$ cat src/rtl/lights_pkg.sv
// Shared types, constants and palette for the multi-channel lights selector.
package lights_pkg;

  typedef logic [2:0] colour_t;

  localparam int RGB_W = 24;
  localparam colour_t COLOUR_FIRST = 3'd1;
  localparam colour_t COLOUR_LAST  = 3'd6;
  localparam logic [RGB_W-1:0] WHITE = 24'hFFFFFF;

  // bit2 drives red, bit1 green, bit0 blue; a set bit lights its component at 'level'
  function automatic logic [RGB_W-1:0] palette(input colour_t c, input logic [7:0] level);
    return {(c[2] ? level : 8'h00), (c[1] ? level : 8'h00), (c[0] ? level : 8'h00)};
  endfunction

  // 0 (post-reset black) and the last colour both wrap back to the first colour
  function automatic colour_t next_colour(input colour_t c);
    return ((c == 3'd0) || (c >= COLOUR_LAST)) ? COLOUR_FIRST : colour_t'(c + 3'd1);
  endfunction

endpackage

$ cat src/rtl/multi_lights_selector_if.sv
// Control/light bus between board inputs and the selector. Optional macro: LIGHTS_BRIGHTNESS_EN.
interface multi_lights_selector_if #(
  parameter int CHANNELS = 4,
  parameter int DWELL_W  = 8
);
  logic                     enable;
  logic                     mode;
  logic [DWELL_W-1:0]       dwell;
  logic [CHANNELS-1:0]      sel;
  logic [CHANNELS-1:0]      button;
`ifdef LIGHTS_BRIGHTNESS_EN
  logic [7:0]               brightness;
`endif
  logic [24*CHANNELS-1:0]   light;
  logic [CHANNELS-1:0]      light_changed;

`ifdef LIGHTS_BRIGHTNESS_EN
  modport master (output enable, mode, dwell, sel, button, brightness,
                  input  light, light_changed);
  modport slave  (input  enable, mode, dwell, sel, button, brightness,
                  output light, light_changed);
`else
  modport master (output enable, mode, dwell, sel, button,
                  input  light, light_changed);
  modport slave  (input  enable, mode, dwell, sel, button,
                  output light, light_changed);
`endif
endinterface

$ cat src/rtl/multi_lights_selector_light_channel.sv
// One light channel: button edge detect, auto-advance dwell counter, colour state,
// registered RGB output and change pulse.
module light_channel
  import lights_pkg::*;
#(
  parameter int DWELL_W = 8
) (
  input  logic               clk,
  input  logic               rst,
  input  logic               enable,
  input  logic               mode,
  input  logic [DWELL_W-1:0] dwell,
  input  logic               sel,
  input  logic               button,
  input  logic [7:0]         level,
  output logic [RGB_W-1:0]   light,
  output logic               light_changed
);

  logic               button_q;
  colour_t            colour_q;
  logic [DWELL_W-1:0] cnt_q;
  logic [RGB_W-1:0]   light_p1;
  logic               changed_p1;

  logic               press;
  logic               expire;
  logic               advance;
  logic [RGB_W-1:0]   light_d;

  always_comb begin
    press   = button & ~button_q;
    expire  = mode & (cnt_q == dwell);
    advance = press | expire;
    light_d = sel ? palette(colour_q, level) : {3{level}};
  end

  // Stage p1: colour/counter update and output register; button_q keeps tracking while disabled
  always_ff @(posedge clk) begin
    if (rst) begin
      button_q   <= 1'b0;
      colour_q   <= '0;
      cnt_q      <= '0;
      light_p1   <= '0;
      changed_p1 <= 1'b0;
    end else begin
      button_q <= button;
      if (enable) begin
        if (advance)
          colour_q <= next_colour(colour_q);
        if (!mode || advance)
          cnt_q <= '0;
        else
          cnt_q <= cnt_q + DWELL_W'(1);
        light_p1   <= light_d;
        changed_p1 <= (light_d != light_p1);
      end else begin
        changed_p1 <= 1'b0;
      end
    end
  end

  assign light         = light_p1;
  assign light_changed = changed_p1;

endmodule

$ cat src/rtl/multi_lights_selector.sv
// N-channel lights selector top: shared inputs fanned out to CHANNELS light_channel
// instances, outputs packed per channel. Optional macro: LIGHTS_BRIGHTNESS_EN.
module multi_lights_selector
  import lights_pkg::*;
#(
  parameter int CHANNELS = 4,
  parameter int DWELL_W  = 8
) (
  input logic                     clk,
  input logic                     rst,
  multi_lights_selector_if.slave  bus
);

  logic [7:0] level;

`ifdef LIGHTS_BRIGHTNESS_EN
  assign level = bus.brightness;
`else
  assign level = WHITE[7:0];
`endif

  for (genvar c = 0; c < CHANNELS; c++) begin : g_ch
    light_channel #(
      .DWELL_W (DWELL_W)
    ) u_ch (
      .clk           (clk),
      .rst           (rst),
      .enable        (bus.enable),
      .mode          (bus.mode),
      .dwell         (bus.dwell),
      .sel           (bus.sel[c]),
      .button        (bus.button[c]),
      .level         (level),
      .light         (bus.light[RGB_W*c +: RGB_W]),
      .light_changed (bus.light_changed[c])
    );
  end

endmodule

$ cat src/flat_wrapper.sv
// flat-port wrapper written by rule: the top's interface ports become plain ports
module multi_lights_selector_flat import lights_pkg::*;
#(
  parameter int CHANNELS = 4,
  parameter int DWELL_W  = 8
)
  (clk, rst, bus_enable, bus_mode, bus_dwell, bus_sel, bus_button, bus_light, bus_light_changed);
  multi_lights_selector_if #(.CHANNELS(CHANNELS), .DWELL_W(DWELL_W)) bus_i ();
  input logic clk;
  input logic rst;
  input wire logic [$bits(bus_i.enable)-1:0] bus_enable;
  input wire logic [$bits(bus_i.mode)-1:0] bus_mode;
  input wire logic [$bits(bus_i.dwell)-1:0] bus_dwell;
  input wire logic [$bits(bus_i.sel)-1:0] bus_sel;
  input wire logic [$bits(bus_i.button)-1:0] bus_button;
  output wire logic [$bits(bus_i.light)-1:0] bus_light;
  output wire logic [$bits(bus_i.light_changed)-1:0] bus_light_changed;
  assign bus_i.enable = bus_enable;
  assign bus_i.mode = bus_mode;
  assign bus_i.dwell = bus_dwell;
  assign bus_i.sel = bus_sel;
  assign bus_i.button = bus_button;
  assign bus_light = bus_i.light;
  assign bus_light_changed = bus_i.light_changed;
  multi_lights_selector #(.CHANNELS(CHANNELS), .DWELL_W(DWELL_W)) u_core (.clk(clk), .rst(rst), .bus(bus_i));
endmodule
$ cat config.mk
export PLATFORM = sky130hd
export DESIGN_NAME = multi_lights_selector_flat
export DESIGN_NICKNAME = d
export VERILOG_FILES = /design/src/rtl/lights_pkg.sv /design/src/rtl/multi_lights_selector_if.sv /design/src/rtl/multi_lights_selector_light_channel.sv /design/src/rtl/multi_lights_selector.sv /design/src/flat_wrapper.sv
export SDC_FILE = /design/constraint.sdc
export NUM_CORES = 1
export LEC_CHECK = 0
export BUFFER_PORTS_ARGS = -buffer_cell sky130_fd_sc_hd__buf_4
export CORE_ASPECT_RATIO = 1.2
export CORE_UTILIZATION = 47
export CTS_BUF_LIST = sky130_fd_sc_hd__clkbuf_8 sky130_fd_sc_hd__clkbuf_16
export DETAILED_ROUTE_END_ITERATION = 7
export GPL_TIMING_DRIVEN = 0
export PLACE_DENSITY = 0.77
export SYNTH_ARGS = -nofsm -noshare
export SYNTH_HDL_FRONTEND = slang
export SYNTH_SLANG_ARGS = --single-unit
export TNS_END_PERCENT = 100
$ cat constraint.sdc
create_clock -name clk -period 1.9 [get_ports clk]
set_clock_uncertainty 0.2 [all_clocks]
set_input_delay 0.095 -clock clk [delete_from_list [all_inputs] [get_ports clk]]
set_output_delay 0.095 -clock clk [all_outputs]
set_load 0.01 [all_outputs]
==> results of run 1 <==
[cell type report]
class | instances | area share
Buffer | 101 | 0.1299
Clock buffer | 10 | 0.02485
Clock inverter | 5 | 0.009035
Inverter | 11 | 0.007454
Multi-Input combinational cell | 293 | 0.3772
Sequential cell | 64 | 0.2333
Tap cell | 114 | 0.02575
Timing Repair Buffer | 139 | 0.1925
[metal layers]
metal	vias to the layer above	wire length, um	track usage
li1	1804	-	-
met1	1659	3994	0.2432
met2	150	4943	0.3877
met3	19	751	0.05364
met4	0	192	0.1038
met5	-	0	0
[worst max-delay path, cell delays in order (launching register included)]
cell and delay (ns):
dfxtp_4 0.35, xor2_1 0.16, nor4_2 0.35, a41oi_2 0.21, or4b_1 0.52, a21oi_2 0.14
[synth_stat cells, types with 11 or more instances]
cell type and number:
nor2_1 62, buf_4 88, xnor2_1 31, inv_1 11, o21ai_0 12, nand4_1 11, nand2_1 16, ha_1 16
a21oi_1 16, dfxtp_1 64, xor2_1 37, nor2b_1 13
[report_power, final]
group	internal (uW)	switching (uW)	total, uW
Sequential	1380	78.9	1460
Combinational	484	372	856
Clock	623	528	1150
[cells by family (layout without fill, tap and decap cells)]
kind of cell	after synthesis	count (layout)	synth area share
AO/OA/AOI/OAI	60	60	0.09935
XOR/XNOR	68	68	0.1487
buffers and inverters	112	266	0.1896
multiplexers	4	4	0.009997
flip-flops	64	64	0.3199
AND/OR/NAND/NOR	145	145	0.1824
adder cells (fa/ha/maj)	16	16	0.04998
[repair_timing]
item | in CTS | in global routing
buffers inserted | 7 | 6
pin swaps | 11 | 14
hold buffers | 9 | 0
gates resized for setup | 14 | 17
endpoints found under the setup margin | 39 | 44
hold endpoints to repair | 20 | 0
[state kept, by name (all words and copies together), names as in the netlist]
name and cells:
u_core.g_ch.u_ch.button_q 4, u_core.g_ch.u_ch.cnt_q 32, u_core.g_ch.u_ch.colour_q 12, u_core.g_ch.u_ch.light 12
u_core.g_ch.u_ch.light_changed 4
[worst max path at each step]
| stage | slack, ns | endpoint | start | cells past startpoint |
|---|---|---|---|---|
| final | -0.09 | u_core.g_ch[2].u_ch.colour_q[1] | u_core.g_ch[2].u_ch.cnt_q[3] | 5 |
| after global routing | -0.15 | u_core.g_ch[2].u_ch.colour_q[1] | u_core.g_ch[2].u_ch.cnt_q[3] | 5 |
| after CTS | -0.09 | u_core.g_ch[2].u_ch.colour_q[1] | u_core.g_ch[2].u_ch.cnt_q[3] | 5 |
| after detailed placement | -0.32 | u_core.g_ch[2].u_ch.light_changed | bus_enable | 6 |
| after global placement | -0.26 | u_core.g_ch[2].u_ch.light_changed | bus_enable | 6 |
| after floorplan | 0.005 | u_core.g_ch[2].u_ch.colour_q[1] | u_core.g_ch[2].u_ch.cnt_q[4] | 5 |
[per-stage QoR]
stage	setup slack (ns)	hold slack, ns
after CTS	-0.09476	0.05270
after global placement	-0.2629	0.1224
after detailed placement	-0.3155	0.1242
after global routing	-0.1462	0.09106
after floorplan	0.005078	0.01370
final	-0.08810	0.08739
[cells in the final DEF, fill, tap and decap left out, types with 9 or more instances in the layout]
cell type and count:
nor2b_1 13, xnor2_1 31, nand4_1 11, dfxtp_1 59, dlygate4sd3_1 9, clkbuf_8 10
nand2_1 16, nor2_1 61, xor2_1 37, ha_1 16, inv_1 13, buf_4 218
clkbuf_1 9, o21ai_0 12, a21oi_1 14
==> results.md, run 1 <==
- Number of synthesized flops with an enable pin: 0
- Register bit total from synthesis: 64
- Starting Density: 0.4886
- Register area: 0.001292 mm2
- Critical Path Source Type: flip-flop
- Clock root cell: clkbuf_8
- Setup Crit Path Kind: flip-flop to flip-flop
- Total wire length: 9883 um
- CTS tree: done
- Main synth FF type: dfxtp_1
- Placed insts: 700
- Clk slew on worst S/H paths: 0.07 ns
- Slew Viols, Final: 0
- Post-synthesis async set-or-reset flop share: 0
- Min Tclk post-route: 1.988 ns
- Headroom to the max-slew limit: 0.4633
- Max IR drop VDD: 0.4525 mV
- Die W: 86.27 um
- Number of buffers created by CTS: 9
- Final std cells w/o fill: 737
- Synthesized area per cell: 8.540 um2
- Worst min-delay path endpoint: u_core.g_ch[1].u_ch.colour_q[2]
- Status: finished with violations
- DRC Markers: 0
- Number of H-tree levels: 3
- Leakage Power: 0.002548 uW
- Buffer depth of the longest clock path: 2
- Critical Path RT: 1.98 ns
- Tightest Pin Transition: 0.8051 ns
- Die Ht: 103.1 um
- Fin util: 0.6757
- CP Data Arrival Time: 2.07 ns
- Synth cell types: 38
- Largest net degree at the start of global routing: 14
- Fillers: 662
- Placer Congestion: 0.8858
- Core Footprint: 0.008198 mm2
- IO Pins: 120
- DP Area: 0.005026 mm2
- First-pass DRT Iterations: 4
- HP Class: input port to flip-flop
- Vias in the first global route: 3320
- Final worst slack: -0.08810 ns
- Yosys top cell area share: 0.3199
- DRT iter0 DRCs: 165
- Period utilisation layout: 1.046
- CP Capture Type: flip-flop
- PwrDens: 626.2 mW/mm2
- Final Cell Area: 0.005539 mm2
- Initial antenna violation count: 0
- Final antenna-violating net count: 0
- Hold Crit Depth: 4
- Yosys warnings: 0
- Remaining Overflow, GRT: 0
- Final hold viol count: 0
- Max-cap violations: 0
- Syn nets: 505
- Area leader, netlist: dfxtp_1
- Via density: 4.928
- Hold Path Origin: bus_mode
- Final Setup Violations: 2
- Multi-input gate area: 0.002090 mm2
- First-pass GRT wire length: 15100 um
- Post-Syn Area: 0.004005 mm2
- RSZ-0062 raised after global routing: true
- Synth area leaders: dfxtp_1 32%, buf_4 16%, xor2_1 8.1%
- Per-cell routed wire length: 13.41 um
- Vias: 3632
- Post-synthesis sequential area ratio: 0.3199
- Critical path peak fanout: 3
- TNS Setup: -0.1616 ns
- Origin of the critical flop-to-flop path: u_core.g_ch[2].u_ch.cnt_q[3]
- Pwr Total: 3469 uW
- Gr usage total: 0.2174
- Share of layout cells above drive strength 1: 0.4189
- Setup slack, reg-to-reg: -0.09 ns
- IO buf count: 117
- Cell Rows: 36
- Failing checks: negative setup slack
- Detailed placement HPWL: 6877 um
- Max Clock Freq: 503.0 MHz
- Clock Latency Late Sink: 0.35 ns
- R2R cell count: 5
- NumNets Final: 655
- TritonCTS Sinks: 64
- Ant diodes: 0
- Mapped Cells: 469
- Die area: 0.008896 mm2
- Post-synthesis to final-layout area growth: 38.30%
- Worst r2r dst: u_core.g_ch[2].u_ch.colour_q[1]
Power figures use the tool's default switching activity.
==> inputs of run 2 (changes only) <==
Settings changed: MAX_ROUTING_LAYER set to met4.
==> results.md, run 2 (synthesis gave the netlist of run 1 again) <==
- HP Class: input port to flip-flop
- Clock root cell: clkbuf_8
- Share of layout cells above drive strength 1: 0.4151 (-0.003877)
- Final hold viol count: 0 (unchanged)
- IO buf count: 117 (unchanged)
- R2R cell count: 5 (unchanged)
- TritonCTS Sinks: 64 (unchanged)
- Cell Rows: 36 (unchanged)
- Vias: 3614 (-0.50%)
- Setup Crit Path Kind: flip-flop to flip-flop
- Final antenna-violating net count: 0 (unchanged)
- Number of H-tree levels: 3 (unchanged)
- Per-cell routed wire length: 13.07 um (-2.5%)
- Total wire length: 9646 um (-2.4%)
- Final Setup Violations: 2 (unchanged)
- Die W: 86.27 um (unchanged)
- Critical path peak fanout: 2 (-1)
- Initial antenna violation count: 0 (unchanged)
- Worst r2r dst: u_core.g_ch[2].u_ch.colour_q[1]
- Pwr Total: 3396 uW (-2.1%)
- NumNets Final: 655 (unchanged)
- Final Cell Area: 0.005507 mm2 (-0.59%)
- IO Pins: 120 (unchanged)
- Leakage Power: 0.002543 uW (-0.17%)
- Largest register by flop count: u_core.g_ch.u_ch.cnt_q
- Gr usage total: 0.2260 (+0.008646)
- PwrDens: 616.8 mW/mm2 (-1.5%)
- Crit path capture: u_core.g_ch[2].u_ch.colour_q[1]
- Placer Congestion: 0.8880 (+0.25%)
- Max-cap violations: 0 (unchanged)
- Final worst slack: -0.09591 ns (-0.007806 ns)
- Origin of the critical flop-to-flop path: u_core.g_ch[2].u_ch.cnt_q[3]
- Period utilisation layout: 1.050 (+0.004109)
- DRT iter0 DRCs: 278 (+68%)
- DP Area: 0.005026 mm2 (unchanged)
- Largest net degree at the start of global routing: 14 (unchanged)
- Die area: 0.008896 mm2 (unchanged)
- First-pass DRT Iterations: 4 (unchanged)
- Status: finished with violations
- Critical Path Source: u_core.g_ch[2].u_ch.cnt_q[3]
- CP Data Arrival Time: 2.07 ns (about the same)
- Ant diodes: 0 (unchanged)
- Number of buffers created by CTS: 9 (unchanged)
- Detailed placement HPWL: 6832 um (-0.65%)
- Commonest cells after routing, fill and taps aside: 217 x buf_4, 62 x nor2_1, 56 x dfxtp_1
- Core Footprint: 0.008198 mm2 (unchanged)
- Fillers: 689 (+4.1%)
- Die Ht: 103.1 um (unchanged)
- Critical Path RT: 1.97 ns (about the same)
- Remaining Overflow, GRT: 0 (unchanged)
- Clk slew on worst S/H paths: 0.07 ns (about the same)
- First-pass GRT wire length: 15060 um (-0.28%)
- Max reg flops: 32 (unchanged)
- Setup slack, reg-to-reg: -0.1 ns (about the same)
- Fin Hold WS: 0.06791 ns (-0.01948 ns)
- Starting Density: 0.4886 (unchanged)
- Clock Latency Late Sink: 0.34 ns (about the same)
- CP Capture Type: flip-flop
- Post-synthesis to final-layout area growth: 37.49%
- Tightest Pin Transition: 0.7765 ns (-0.02856 ns)
- Vias in the first global route: 3225 (-2.9%)
- Max Clock Freq: 501.0 MHz (-0.39%)
- Min Tclk post-route: 1.996 ns (+0.007807 ns)
- Buffer depth of the longest clock path: 2 (unchanged)
- Via density: 4.897 (-0.63%)
- Failing checks: negative setup slack
- Max IR drop VDD: 0.4214 mV (-6.9%)
- Slew Viols, Final: 0 (unchanged)
- Critical Path Source Type: flip-flop
- RSZ-0062 raised after global routing: true
- DRC Markers: 0 (unchanged)
- Headroom to the max-slew limit: 0.4823 (+0.01904)
- CTS tree: done
- Most common cell after layout, fill and taps aside: buf_4
run 2: final cells by class:
class                           instances  area (um2)  share of cell area
Inverter                               11       41.29            0.007498
Clock buffer                           12       165.2             0.02999
Multi-Input combinational cell        293        2047              0.3717
Timing Repair Buffer                  139        1070              0.1943
Sequential cell                        64        1299              0.2359
Buffer                                101       721.9              0.1311
Clock inverter                          4       20.02            0.003636
Tap cell                              114       142.6             0.02590
run 2: worst min path at each step:
stage             startpoint                               to  depth (start not counted)
2_1_floorplan     bus_sel[0]    u_core.g_ch[0].u_ch.light[15]                          1
4_1_cts           bus_enable  u_core.g_ch[0].u_ch.colour_q[1]                          4
5_1_grt           bus_enable     u_core.g_ch[2].u_ch.cnt_q[5]                          4
3_3_place_gp   bus_button[1]     u_core.g_ch[1].u_ch.button_q                          2
3_5_place_dp   bus_button[3]     u_core.g_ch[3].u_ch.button_q                          2
6_report          bus_enable  u_core.g_ch[0].u_ch.colour_q[2]                          4
run 2: where the power goes:
part	internal [uW]	switching, uW	leakage (uW)	total, uW
logic	482	363	0.00192	845
registers	1380	77.3	0.000527	1460
clock network	569	524	0.000101	1090
total	2430	963	0.00254	3400
run 2: through the flow:
step	setup slack (ns)	std cells	setup TNS [ns]	utilization
2_1_floorplan	0.005078	469	0	-
3_3_place_gp	-0.2650	700	-8.697	0.6131
3_5_place_dp	-0.2758	700	-11.32	0.6131
4_1_cts	-0.1111	732	-0.1919	0.6600
5_1_grt	-0.1418	738	-0.6617	0.6717
6_report	-0.09591	738	-0.1818	0.6717
run 2: layer usage:
metal | part of all wire | vias up | global-route usage
li1 | - | 1803 | -
met2 | 0.51 | 124 | 0.3907
met4 | 0.022 | 0 | 0.1167
met3 | 0.064 | 19 | 0.03923
met5 | 0 | - | -
met1 | 0.41 | 1668 | 0.2501
run 2: what timing repair did:
action	in CTS	in global routing
pin swaps	8	20
setup buffers	7	6
hold endpoints to repair	18	0
resized for setup	12	17
setup endpoints to repair	37	45
hold buffers	9	0
run 2: critical path: stages, from the launching register on:
cell     delay [ns]
dfxtp_4        0.35
xor2_1         0.16
nor4_2         0.36
a41oi_2        0.18
or4b_1         0.53
a21oi_1        0.15
==> inputs of run 3 (changes only) <==
==> constraint.sdc (replaced) <==
create_clock -name clk -period 1.9 [get_ports clk]
set_clock_uncertainty 0.2 [all_clocks]
set_input_delay 0.095 -clock clk [delete_from_list [all_inputs] [get_ports clk]]
set_output_delay 0.095 -clock clk [all_outputs]
set_load 0.1 [all_outputs]
==> results.md, run 3 (synthesis gave the netlist of run 1 again) <==
- Vias in the first global route: 3297 (+2.2%)
- Clock root cell: clkbuf_8
- Register area: 0.001311 mm2 (+0.96%)
- Detailed placement HPWL: 6884 um (+0.76%)
- Die area: 0.008896 mm2 (unchanged)
- Total wire length: 10390 um (+7.7%)
- CP Capture Type: flip-flop
- HP Class: input port to flip-flop
- CTS tree: done
- Multi-input gate area: 0.002165 mm2 (+5.7%)
- TNS Setup: -0.1970 ns (-0.01529 ns)
- Period utilisation layout: 1.060 (+0.009390)
- Die Ht: 103.1 um (unchanged)
- TritonCTS Sinks: 64 (unchanged)
- Max reg flops: 32 (unchanged)
- Fillers: 643 (-6.7%)
- Leakage Power: 0.002593 uW (+1.9%)
- Tightest Pin Transition: 0.7665 ns (-0.009969 ns)
- Placer Congestion: 0.8701 (-2.0%)
- Status: finished with violations
- Die W: 86.27 um (unchanged)
- Clk slew on worst S/H paths: 0.07 ns (about the same)
- DRC Markers: 0 (unchanged)
- Clock power share: 0.273 (-0.049)
- Max Clock Freq: 496.6 MHz (-0.89%)
- Starting Density: 0.4886 (unchanged)
- Switching Fraction: 0.4343 (+0.1506)
- Largest register by flop count: u_core.g_ch.u_ch.cnt_q
- Final hold viol count: 0 (unchanged)
- Gr usage total: 0.2302 (+0.004185)
- Final antenna-violating net count: 0 (unchanged)
- Critical path peak fanout: 4 (+2)
- Buffer depth of the longest clock path: 2 (unchanged)
- NetSw: 2023 uW (+110%)
- Share of layout cells above drive strength 1: 0.4577 (+0.04267)
- Pwr Total: 4657 uW (+37%)
- Headroom to the max-slew limit: 0.4890 (+0.006646)
- Vias: 3641 (+0.75%)
- Slew Viols, Final: 0 (unchanged)
- Ant diodes: 0 (unchanged)
- Reg power frac: 0.315 (-0.115)
- Final Setup Violations: 4 (+2)
- Per-cell routed wire length: 14.02 um (+7.3%)
- Clock Latency Late Sink: 0.35 ns (about the same)
- Most common cell after layout, fill and taps aside: buf_4
- First-pass GRT wire length: 15450 um (+2.6%)
- IO buf count: 117 (unchanged)
- Setup Crit Path Kind: flip-flop to flip-flop
- IO Pins: 120 (unchanged)
- Max-cap violations: 0 (unchanged)
- Core Footprint: 0.008198 mm2 (unchanged)
- Number of buffers created by CTS: 9 (unchanged)
- Critical Path RT: 1.98 ns (about the same)
- DRT iter0 DRCs: 179 (-36%)
- Min Tclk post-route: 2.014 ns (+0.01784 ns)
- Via density: 4.914 (+0.34%)
- Failing checks: negative setup slack
- Commonest cells after routing, fill and taps aside: 220 x buf_4, 60 x nor2_1, 46 x dfxtp_1
- Number of H-tree levels: 3 (unchanged)
- Comb pwr share: 0.413 (+0.164)
- RSZ-0062 raised after global routing: true
- Largest net degree at the start of global routing: 14 (unchanged)
- PwrDens: 817.5 mW/mm2 (+33%)
- First-pass DRT Iterations: 4 (unchanged)
- P_int: 2635 uW (+8.3%)
- Post-synthesis to final-layout area growth: 42.24%
- Remaining Overflow, GRT: 0 (unchanged)
- NumNets Final: 658 (+0.46%)
- Cell Rows: 36 (unchanged)
- Final worst slack: -0.1137 ns (-0.01784 ns)
- Critical Path Source Type: flip-flop
- CP Data Arrival Time: 2.09 ns (+0.02 ns)
- Max IR drop VDD: 0.4602 mV (+9.2%)
- Initial antenna violation count: 0 (unchanged)
## run 3: changes by cell type in the layout (fill, tap and decap cells not counted), sizes merged
cell | previous run | this run
buf | 220 | 225
bufinv | 0 | 1
clkbuf | 23 | 22
clkinvlp | 1 | 0
inv | 13 | 12
## run 3: final timing paths
path                                    from  slack [ns]  cells after the start                         endpoint
min reg2reg  u_core.g_ch[3].u_ch.colour_q[2]        0.34                      2  u_core.g_ch[3].u_ch.colour_q[2]
min                               bus_enable        0.08                      4  u_core.g_ch[0].u_ch.colour_q[2]
max reg2reg     u_core.g_ch[2].u_ch.cnt_q[5]       -0.11                      5  u_core.g_ch[2].u_ch.colour_q[1]
max             u_core.g_ch[2].u_ch.cnt_q[5]       -0.11                      5  u_core.g_ch[2].u_ch.colour_q[1]
## run 3: metrics by stage
step	utilization	worst slack [ns]	std cells	hold slack, ns	instance area (um2)
2_1_floorplan	-	0.005078	469	0.006175	4014
3_3_place_gp	0.6142	-0.2744	700	0.1207	5035
3_5_place_dp	0.6142	-0.2924	700	0.1236	5035
4_1_cts	0.6717	-0.07269	738	0.06091	5507
5_1_grt	0.6949	-0.1600	741	0.09626	5697
6_report	0.6949	-0.1137	741	0.08052	5697
## run 3: power by group through the flow
stage / Sequential (uW) / Combinational [uW] / Clock (uW)
floorplan: 1610 / 1370 / 0
global placement: 1490 / 1820 / 0
detailed placement: 1500 / 1840 / 0
CTS: 1470 / 1880 / 1260
global route: 1480 / 1990 / 1350
finish: 1460 / 1920 / 1270
## run 3: what timing repair did
action,in CTS,in global routing
setup endpoints to repair,37,45
pin swaps,10,40
hold buffers,9,0
gates resized for setup,15,36
hold endpoints to repair,19,0
buffers inserted,13,6
## run 3: worst max-delay path, cell delays in order (launching register included)
cell and delay (ns):
dfxtp_1 0.35, xor2_1 0.19, nor3_2 0.31, a41oi_2 0.20
or4b_4 0.55, a21oi_2 0.14
## run 3: final cells by class
| class | count | share of cell area |
|---|---|---|
| buffer | 100 | 0.1256 |
| clock buffer | 13 | 0.03141 |
| clock inverter | 3 | 0.006809 |
| inverter | 11 | 0.007248 |
| multi-input combinational | 293 | 0.3800 |
| sequential | 64 | 0.2302 |
| tap | 114 | 0.02504 |
| timing repair buffer | 143 | 0.1937 |
## run 3: metal layers
layer  part of all wire  wire, um  GRT usage
met2               0.52      5356     0.4103
met1               0.40      4174     0.2534
met4              0.018       184     0.1000
met3              0.065       675    0.03763
met5                  0         0          -
